===== config.mk =====
export PLATFORM = sky130hd
export DESIGN_NAME = wb_arbiter_flat
export DESIGN_NICKNAME = d
export VERILOG_FILES = /design/src/rtl/rv5stage_pkg.sv /design/src/rtl/wb_arbiter_if.sv /design/src/rtl/wb_scoreboard.sv /design/src/rtl/wb_arbiter.sv /design/src/flat_wrapper.sv
export SDC_FILE = /design/constraint.sdc
export NUM_CORES = 1
export LEC_CHECK = 0
export ABC_AREA = 0
export BUFFER_PORTS_ARGS = -buffer_cell sky130_fd_sc_hd__buf_2
export CAP_MARGIN = 20
export CORE_MARGIN = 2
export CORE_UTILIZATION = 40
export DETAILED_ROUTE_END_ITERATION = 6
export GPL_TIMING_DRIVEN = 1
export PLACE_DENSITY = 0.71
export SLEW_MARGIN = 10
export SYNTH_ARGS = -nofsm -noshare
export SYNTH_HDL_FRONTEND = slang
export SYNTH_HIERARCHICAL = 1
export SYNTH_SLANG_ARGS = --single-unit

===== constraint.sdc =====
create_clock -name clk -period 2.39 [get_ports clk]
set_clock_uncertainty 0.05 [all_clocks]
set_input_delay 0.478 -clock clk [delete_from_list [all_inputs] [get_ports clk]]
set_output_delay 0.478 -clock clk [all_outputs]
set_load 0.05 [all_outputs]

===== src/rtl/rv5stage_pkg.sv =====
// Shared core constants and the writeback-source tag used by the writeback stage.
// Pure declarations; no logic.
package rv5stage_pkg;
    localparam int XLEN       = 32;
    localparam int REG_ADDR_W = 5;
    localparam int NUM_REGS   = 1 << REG_ADDR_W;

    typedef enum logic [1:0] {
        WB_NONE,
        WB_ALU,
        WB_LSU
    } wb_src_e;
endpackage


===== src/rtl/wb_arbiter_if.sv =====
// Writeback-stage bundle: ALU/LSU request handshakes, decode reservations, register-file write port
// and busy scoreboard. Producers drive through master; the arbiter sits on slave.
interface wb_arbiter_if;
    import rv5stage_pkg::*;

    logic                  alu_valid;
    logic [REG_ADDR_W-1:0] alu_rd;
    logic [XLEN-1:0]       alu_data;
    logic                  alu_ready;

    logic                  lsu_valid;
    logic [REG_ADDR_W-1:0] lsu_rd;
    logic [XLEN-1:0]       lsu_data;
    logic                  lsu_ready;

    logic                  issue_valid;
    logic [REG_ADDR_W-1:0] issue_rd;

    logic                  w_enable;
    logic [REG_ADDR_W-1:0] w_addr;
    logic [XLEN-1:0]       w_data;
    logic [NUM_REGS-1:0]   busy;

    modport master (
        output alu_valid, alu_rd, alu_data,
        output lsu_valid, lsu_rd, lsu_data,
        output issue_valid, issue_rd,
        input  alu_ready, lsu_ready,
        input  w_enable, w_addr, w_data, busy
    );

    modport slave (
        input  alu_valid, alu_rd, alu_data,
        input  lsu_valid, lsu_rd, lsu_data,
        input  issue_valid, issue_rd,
        output alu_ready, lsu_ready,
        output w_enable, w_addr, w_data, busy
    );
endinterface


===== src/rtl/wb_scoreboard.sv =====
// Pending-write tracker: one busy bit per register, set on issue, cleared on writeback, updated at
// the clock edge; a same-edge set wins over clear and register 0 never reads busy.
module wb_scoreboard
    import rv5stage_pkg::*;
(
    input  logic                  clk,
    input  logic                  rst,
    input  logic                  set_vld,
    input  logic [REG_ADDR_W-1:0] set_rd,
    input  logic                  clr_vld,
    input  logic [REG_ADDR_W-1:0] clr_rd,
    output logic [NUM_REGS-1:0]   busy
);
    logic [NUM_REGS-1:0] set_mask;
    logic [NUM_REGS-1:0] clr_mask;
    logic [NUM_REGS-1:0] busy_nxt;

    always_comb begin
        set_mask = '0;
        clr_mask = '0;
        if (set_vld && (set_rd != '0)) set_mask[set_rd] = 1'b1;
        if (clr_vld && (clr_rd != '0)) clr_mask[clr_rd] = 1'b1;
        busy_nxt    = (busy & ~clr_mask) | set_mask;
        busy_nxt[0] = 1'b0;
    end

    always_ff @(posedge clk or negedge rst) begin
        if (!rst) busy <= '0;
        else      busy <= busy_nxt;
    end
endmodule


===== src/rtl/wb_arbiter.sv =====
// Writeback arbiter: LSU wins by default, ALU is force-granted after STARVE_LIMIT denied cycles;
// one-cycle registered write port, readies are combinational and held low during reset.
module wb_arbiter
    import rv5stage_pkg::*;
#(
    parameter int STARVE_LIMIT = 4
) (
    input  logic          clk,
    input  logic          rst,
    wb_arbiter_if.slave   bus
);
    localparam int CNT_W = $clog2(STARVE_LIMIT + 1);
    localparam logic [CNT_W-1:0] LIMIT_C = CNT_W'(STARVE_LIMIT);

    logic [CNT_W-1:0]      starve_cnt;
    logic [CNT_W-1:0]      starve_cnt_nxt;
    logic                  forced;
    logic                  alu_grant;
    logic                  lsu_grant;
    wb_src_e               src;
    logic                  xfer;
    logic [REG_ADDR_W-1:0] xfer_rd;
    logic [XLEN-1:0]       xfer_data;

    always_comb begin
        forced    = (starve_cnt == LIMIT_C);
        alu_grant = rst && (forced || !bus.lsu_valid);
        lsu_grant = rst && !forced;

        src = WB_NONE;
        if (bus.alu_valid && alu_grant)      src = WB_ALU;
        else if (bus.lsu_valid && lsu_grant) src = WB_LSU;

        xfer_rd   = '0;
        xfer_data = '0;
        case (src)
            WB_ALU:  begin xfer_rd = bus.alu_rd; xfer_data = bus.alu_data; end
            WB_LSU:  begin xfer_rd = bus.lsu_rd; xfer_data = bus.lsu_data; end
            default: begin xfer_rd = '0;         xfer_data = '0;           end
        endcase
        xfer = (src != WB_NONE);

        // Counter saturates at the limit on its own: forcing suppresses the increment.
        starve_cnt_nxt = starve_cnt;
        if (!bus.alu_valid || (src == WB_ALU))     starve_cnt_nxt = '0;
        else if (bus.lsu_valid && !forced)         starve_cnt_nxt = starve_cnt + CNT_W'(1);
    end

    assign bus.alu_ready = alu_grant;
    assign bus.lsu_ready = lsu_grant;

    always_ff @(posedge clk or negedge rst) begin
        if (!rst) starve_cnt <= '0;
        else      starve_cnt <= starve_cnt_nxt;
    end

    // Writes to x0 are accepted upstream but never reach the register file.
    always_ff @(posedge clk or negedge rst) begin
        if (!rst) begin
            bus.w_enable <= 1'b0;
            bus.w_addr   <= '0;
            bus.w_data   <= '0;
        end else begin
            bus.w_enable <= xfer && (xfer_rd != '0);
            if (xfer && (xfer_rd != '0)) begin
                bus.w_addr <= xfer_rd;
                bus.w_data <= xfer_data;
            end
        end
    end

    wb_scoreboard u_scoreboard (
        .clk     (clk),
        .rst     (rst),
        .set_vld (bus.issue_valid),
        .set_rd  (bus.issue_rd),
        .clr_vld (xfer),
        .clr_rd  (xfer_rd),
        .busy    (bus.busy)
    );
endmodule


===== src/flat_wrapper.sv =====
// flat-port wrapper written by rule: the top's interface ports become plain ports
module wb_arbiter_flat import rv5stage_pkg::*;
#(
    parameter int STARVE_LIMIT = 4
)
  (clk, rst, bus_alu_valid, bus_alu_rd, bus_alu_data, bus_lsu_valid, bus_lsu_rd, bus_lsu_data, bus_issue_valid, bus_issue_rd, bus_alu_ready, bus_lsu_ready, bus_w_enable, bus_w_addr, bus_w_data, bus_busy);
  wb_arbiter_if bus_i ();
  input  logic clk;
  input  logic rst;
  input wire logic [$bits(bus_i.alu_valid)-1:0] bus_alu_valid;
  input wire logic [$bits(bus_i.alu_rd)-1:0] bus_alu_rd;
  input wire logic [$bits(bus_i.alu_data)-1:0] bus_alu_data;
  input wire logic [$bits(bus_i.lsu_valid)-1:0] bus_lsu_valid;
  input wire logic [$bits(bus_i.lsu_rd)-1:0] bus_lsu_rd;
  input wire logic [$bits(bus_i.lsu_data)-1:0] bus_lsu_data;
  input wire logic [$bits(bus_i.issue_valid)-1:0] bus_issue_valid;
  input wire logic [$bits(bus_i.issue_rd)-1:0] bus_issue_rd;
  output wire logic [$bits(bus_i.alu_ready)-1:0] bus_alu_ready;
  output wire logic [$bits(bus_i.lsu_ready)-1:0] bus_lsu_ready;
  output wire logic [$bits(bus_i.w_enable)-1:0] bus_w_enable;
  output wire logic [$bits(bus_i.w_addr)-1:0] bus_w_addr;
  output wire logic [$bits(bus_i.w_data)-1:0] bus_w_data;
  output wire logic [$bits(bus_i.busy)-1:0] bus_busy;
  assign bus_i.alu_valid = bus_alu_valid;
  assign bus_i.alu_rd = bus_alu_rd;
  assign bus_i.alu_data = bus_alu_data;
  assign bus_i.lsu_valid = bus_lsu_valid;
  assign bus_i.lsu_rd = bus_lsu_rd;
  assign bus_i.lsu_data = bus_lsu_data;
  assign bus_i.issue_valid = bus_issue_valid;
  assign bus_i.issue_rd = bus_issue_rd;
  assign bus_alu_ready = bus_i.alu_ready;
  assign bus_lsu_ready = bus_i.lsu_ready;
  assign bus_w_enable = bus_i.w_enable;
  assign bus_w_addr = bus_i.w_addr;
  assign bus_w_data = bus_i.w_data;
  assign bus_busy = bus_i.busy;
  wb_arbiter #(.STARVE_LIMIT(STARVE_LIMIT)) u_core (.clk(clk), .rst(rst), .bus(bus_i));
endmodule

==> out/summary.md <==
The logs give 372 for the net count after synthesis and 0.932 for the weighted congestion at the end of routability-driven global placement. In the final routed layout, each cell accounts on average for 17.5 microns. The timing startpoint of the critical path was u_core/starve_cnt[0]$_DFFE_PN0P_. The worst path uses 95.3% of the clock period.

Counting cells, the worst reg-to-reg path comes to 8. In this run the static leakage power is 2.33 nW. 0 antenna diodes ended up in the layout.

Traced cell by cell, the critical path runs through inv_1 -> ha_2 -> a21bo_1 -> buf_4 -> nand3_1 -> o22a_4 -> inv_6 -> mux2_2. The clock transition at the registers of the reported paths was 80 ps; the post-synthesis share of cell area spent on full adders, half adders and majority gates was 0.719%. The final number of max-transition violations was 0. The aggregate global-route resource usage was 20.8%; the die span in x was 97.3 microns. The cell at the root of the clock tree was sky130_fd_sc_hd__clkbuf_8. In this run the tightest slew margin relative to its limit is 52.5%. The logs give 3480 sq um for the area of the mapped netlist and 4.11 mW for the post-route total power. The worst register-to-register path begins at u_core/starve_cnt[0]$_DFFE_PN0P_.

Setup repair after global routing left no endpoint under its margin. The critical path crosses 8 cells after its start point. For this run the aggregate overflow at the end of global routing stands at 0.

The initial core utilization was 40.5%; the transition time of the tightest slew-check pin was 713 ps. At the end of the flow, the number of nets in the layout was 531. Largest voltage drop on the vdd net: 0.736 mV.

The run gives 72 as the number of clock sinks. By area, the combinational part of the netlist is dominated by compound AO/OA/AOI/OAI gates. The pin count of the biggest net entering global routing is 58.

STA classifies the critical path endpoint as a register. The number of global-route vias before repair is 3009, and the setup-violating endpoint count in the final report is 0. In the final layout, flip-flops and latches occupy 1800 sq um. The routed length on met3 is 932 microns. After layout, the minimum clock period comes to 2280 ps. Timing would allow up to 439 MHz. In this run the count of I/O pins placed on the die edge is 156. Yosys printed 6 warnings. The simple-gate share of the synthesized area was 8.84%.

STA classifies the critical path startpoint as a register. Cells with a size suffix above 1 make up 51.1% of the layout. Across all register-to-register paths, the minimum setup slack is 110 ps. The fraction of synthesized cell area in xor and xnor cells came out at 0.252%. The tools report the residual DRC count as 0.

The worst register-to-register path ends at u_core/bus.w_data[11]$_DFFE_PN0P_. Using the TritonRoute via totals, the vias-per-cell ratio works out to 5.29. The tools report the total number of H-tree levels as 3. The instance count of the mapped netlist is 286.

The highest metal layer with signal wires is met4. The die covers 9460 sq um. The slowest stage of the critical path belongs to the cell sky130_fd_sc_hd__dfrtp_1. Grouping stages by cell kind, the critical path spends the most delay in buffers and inverters. Across all layers, the routed design uses 2953 vias.

Area used by multi-input combinational logic: 1610 sq um. The max-capacitance violation count came out at 0. Power spread over the standard cell area amounts to 892 nW/um^2. The clock reaches the later pin of the worst-skew pair after 340 ps. In this run the vertical extent of the chip is 97.3 microns. The run gives 791 as the total of fill cells in the finished design. The category of the most critical setup path is register to register. The initial antenna violation count is 0, and the flop and latch count out of synthesis is 72. The logs give 8590 sq um for the area of the core and 2460 ps for the endpoint arrival time on the critical path. At the worst endpoint, the required time is 2570 ps. The worst path setup slack after routing is 111 ps.

The most critical setup path has its endpoint at u_core/bus.w_data[11]$_DFFE_PN0P_. The synthesized area divided by synthesized cell count was 12.2 sq um; the number of hold-slack violations in the final timing report was 0. For this block, wires on met1 add up to 4200 microns.

In this run the core area contains 34 standard-cell rows. Input and output buffers added on the ports amount to 154. The tools report the fraction of the yosys area taken by sequential cells as 51.8%. The clock passes through at most 2 buffers.

For this run, the share of the core covered by cells in the final layout is 53.6%. The tools report the sum of negative setup slack as 0 ps. In this design, the stage delay of the slowest critical-path cell is 390 ps. The share of the synthesized area in compound gates (AO/OA/AOI/OAI) was 21.1%. The critical path contains buffers and inverters numbering 3 combined. In this run the worst path has a maximum fanout of 33. The flow ran to the end, and the final reports show no timing, DRC or antenna violations. The run gives 7120 microns as the detailed placer's ending HPWL.

The tightest min-delay check is of the primary input to async pin type. The first global-routing pass estimated 15600 microns of wire. Wires add up to 9760 microns. The count of unique library cells instantiated by Yosys is 40.

The layout-stage area growth over the synthesis result came out at 32.4%. Hold repair after CTS inserted 0 buffers. Prior to clock tree synthesis, the placed netlist has a worst setup slack of 15.0 ps. In the detailed route, the total length drawn on met2 is 4400 microns. The iteration-0 DRC count of the detailed router is 147. The first TritonRoute pass finished after 4 iterations.

Multiplexer cells account for 13.5% of the synthesized area. Buffers inserted during clock tree synthesis total 9. The detail route stage leaves a number of antenna-violating nets equal to 0. TritonCTS built the clock tree.
## flip-flops by register name, indices dropped and copies added, names as in the netlist
register	count
u_core/starve_cnt	3
u_core/u_scoreboard/busy	31
u_core/bus.w_enable	1
u_core/bus.w_data	32
u_core/bus.w_addr	5
## kinds of logic (layout without fill, tap and decap cells)
group / after synthesis / in the layout
AO/OA/AOI/OAI: 110 / 110
flip-flops: 72 / 72
other: 1 / 1
AND/OR/NAND/NOR: 51 / 51
multiplexers: 32 / 32
buffers and inverters: 17 / 181
XOR/XNOR: 1 / 1
adder cells (fa/ha/maj): 2 / 2
## cell usage after synthesis (all sizes together)
library cell  count  area, sq um
conb              1         3.75
xor2              1         8.76
nand4             1         6.26
mux2             32          469
o22a              1         17.5
a21o              5         37.5
buf              12          106
and2b             1         7.51
a21boi            4         30.0
nand3             9         45.0
or2               1         6.26
nand2b            3         18.8
ha                2         25.0
and3              1         6.26
a22o             37          324
nor2b             3         18.8
dfrtp            72         1800
nand2            11         41.3
nor3              1         5.00
or4               2         22.5
o21ai            60          300
clkbuf            2         7.51
nor2              4         20.0
o21a              1         7.51
a21bo             1         10.0
and2              2         12.5
or3b              4         40.0
inv               3         16.3
nand3b            6         45.0
or3               2         12.5
o31ai             1         7.51
## where the power goes
| group | internal (mW) | switching [mW] |
|---|---|---|
| Clock | 0.546 | 0.466 |
| Sequential | 1.43 | 0.121 |
| Combinational | 0.424 | 1.12 |
| Total | 2.40 | 1.71 |
## worst reg2reg max path: stages, from the launching register on
cell and delay (ps):
sky130_fd_sc_hd__dfrtp_1 390, sky130_fd_sc_hd__inv_1 90, sky130_fd_sc_hd__ha_2 230, sky130_fd_sc_hd__a21bo_1 160
sky130_fd_sc_hd__buf_4 140, sky130_fd_sc_hd__nand3_1 120, sky130_fd_sc_hd__o22a_4 260, sky130_fd_sc_hd__inv_6 340
sky130_fd_sc_hd__mux2_2 400
## stage by stage
stage               std cells  hold slack (ps)  instance area (sq um)
CTS                       556             34.8                   4580
global route              558             42.8                   4610
finish                    558             45.4                   4610
global placement          540              410                   4370
detailed placement        540              416                   4370
floorplan                 286              132                   3540
## area by class of cell
| type | count | share of cell area [%] |
|---|---|---|
| multi-input cells | 197 | 34.9 |
| inverters | 3 | 0.353 |
| repair buffers | 162 | 18.1 |
| clock buffers | 11 | 3.28 |
| flip-flops and latches | 72 | 39.1 |
| clock inverters | 5 | 1.36 |
| well taps | 108 | 2.93 |
## worst min path at each step
stage	to	startpoint
after floorplan	u_core/bus.w_addr[0]$_DFFE_PN0P_	rst
after CTS	u_core/starve_cnt[0]$_DFFE_PN0P_	rst
after global routing	u_core/bus.w_data[14]$_DFFE_PN0P_	rst
after detailed placement	u_core/starve_cnt[0]$_DFFE_PN0P_	rst
final	u_core/bus.w_data[12]$_DFFE_PN0P_	rst
after global placement	u_core/starve_cnt[2]$_DFFE_PN0P_	rst
## metal layers
layer / global-route usage, % / vias to the layer above
met3: 6.04 / 19
met1: 27.9 / 1390
met4: 8.55 / 0
met2: 31.7 / 160
met5: 0 / -
li1: - / 1384
## placed cells by master, fill, tap and decap left out, types with 2 or more instances in the layout
cell type	Yosys	final
sky130_fd_sc_hd__a21boi_0	3	3
sky130_fd_sc_hd__a21o_1	5	5
sky130_fd_sc_hd__a22o_1	37	32
sky130_fd_sc_hd__a22o_2	0	2
sky130_fd_sc_hd__a22o_4	0	3
sky130_fd_sc_hd__buf_2	7	153
sky130_fd_sc_hd__buf_4	1	9
sky130_fd_sc_hd__clkbuf_8	0	11
sky130_fd_sc_hd__clkinvlp_4	0	2
sky130_fd_sc_hd__dfrtp_1	72	72
sky130_fd_sc_hd__inv_1	2	2
sky130_fd_sc_hd__inv_6	1	3
sky130_fd_sc_hd__mux2_2	3	3
sky130_fd_sc_hd__mux2_4	29	29
sky130_fd_sc_hd__nand2_1	11	11
sky130_fd_sc_hd__nand2b_1	3	3
sky130_fd_sc_hd__nand3_1	9	8
sky130_fd_sc_hd__nand3b_1	6	6
sky130_fd_sc_hd__nor2_1	2	2
sky130_fd_sc_hd__nor2_2	2	2
sky130_fd_sc_hd__nor2b_1	3	3
sky130_fd_sc_hd__o21ai_0	37	36
sky130_fd_sc_hd__o21ai_1	23	24
sky130_fd_sc_hd__or3_1	2	2
sky130_fd_sc_hd__or3b_4	2	4
sky130_fd_sc_hd__or4_4	2	2
## what timing repair did
| item | 4_1_cts | 5_1_grt |
|---|---|---|
| resized for setup | 1 | 7 |
| setup buffers | 0 | 2 |
| pin swaps | 0 | 2 |
| setup endpoints to repair | 2 | 28 |
| cloned | 0 | 0 |
(Power assumes the default switching activity.)
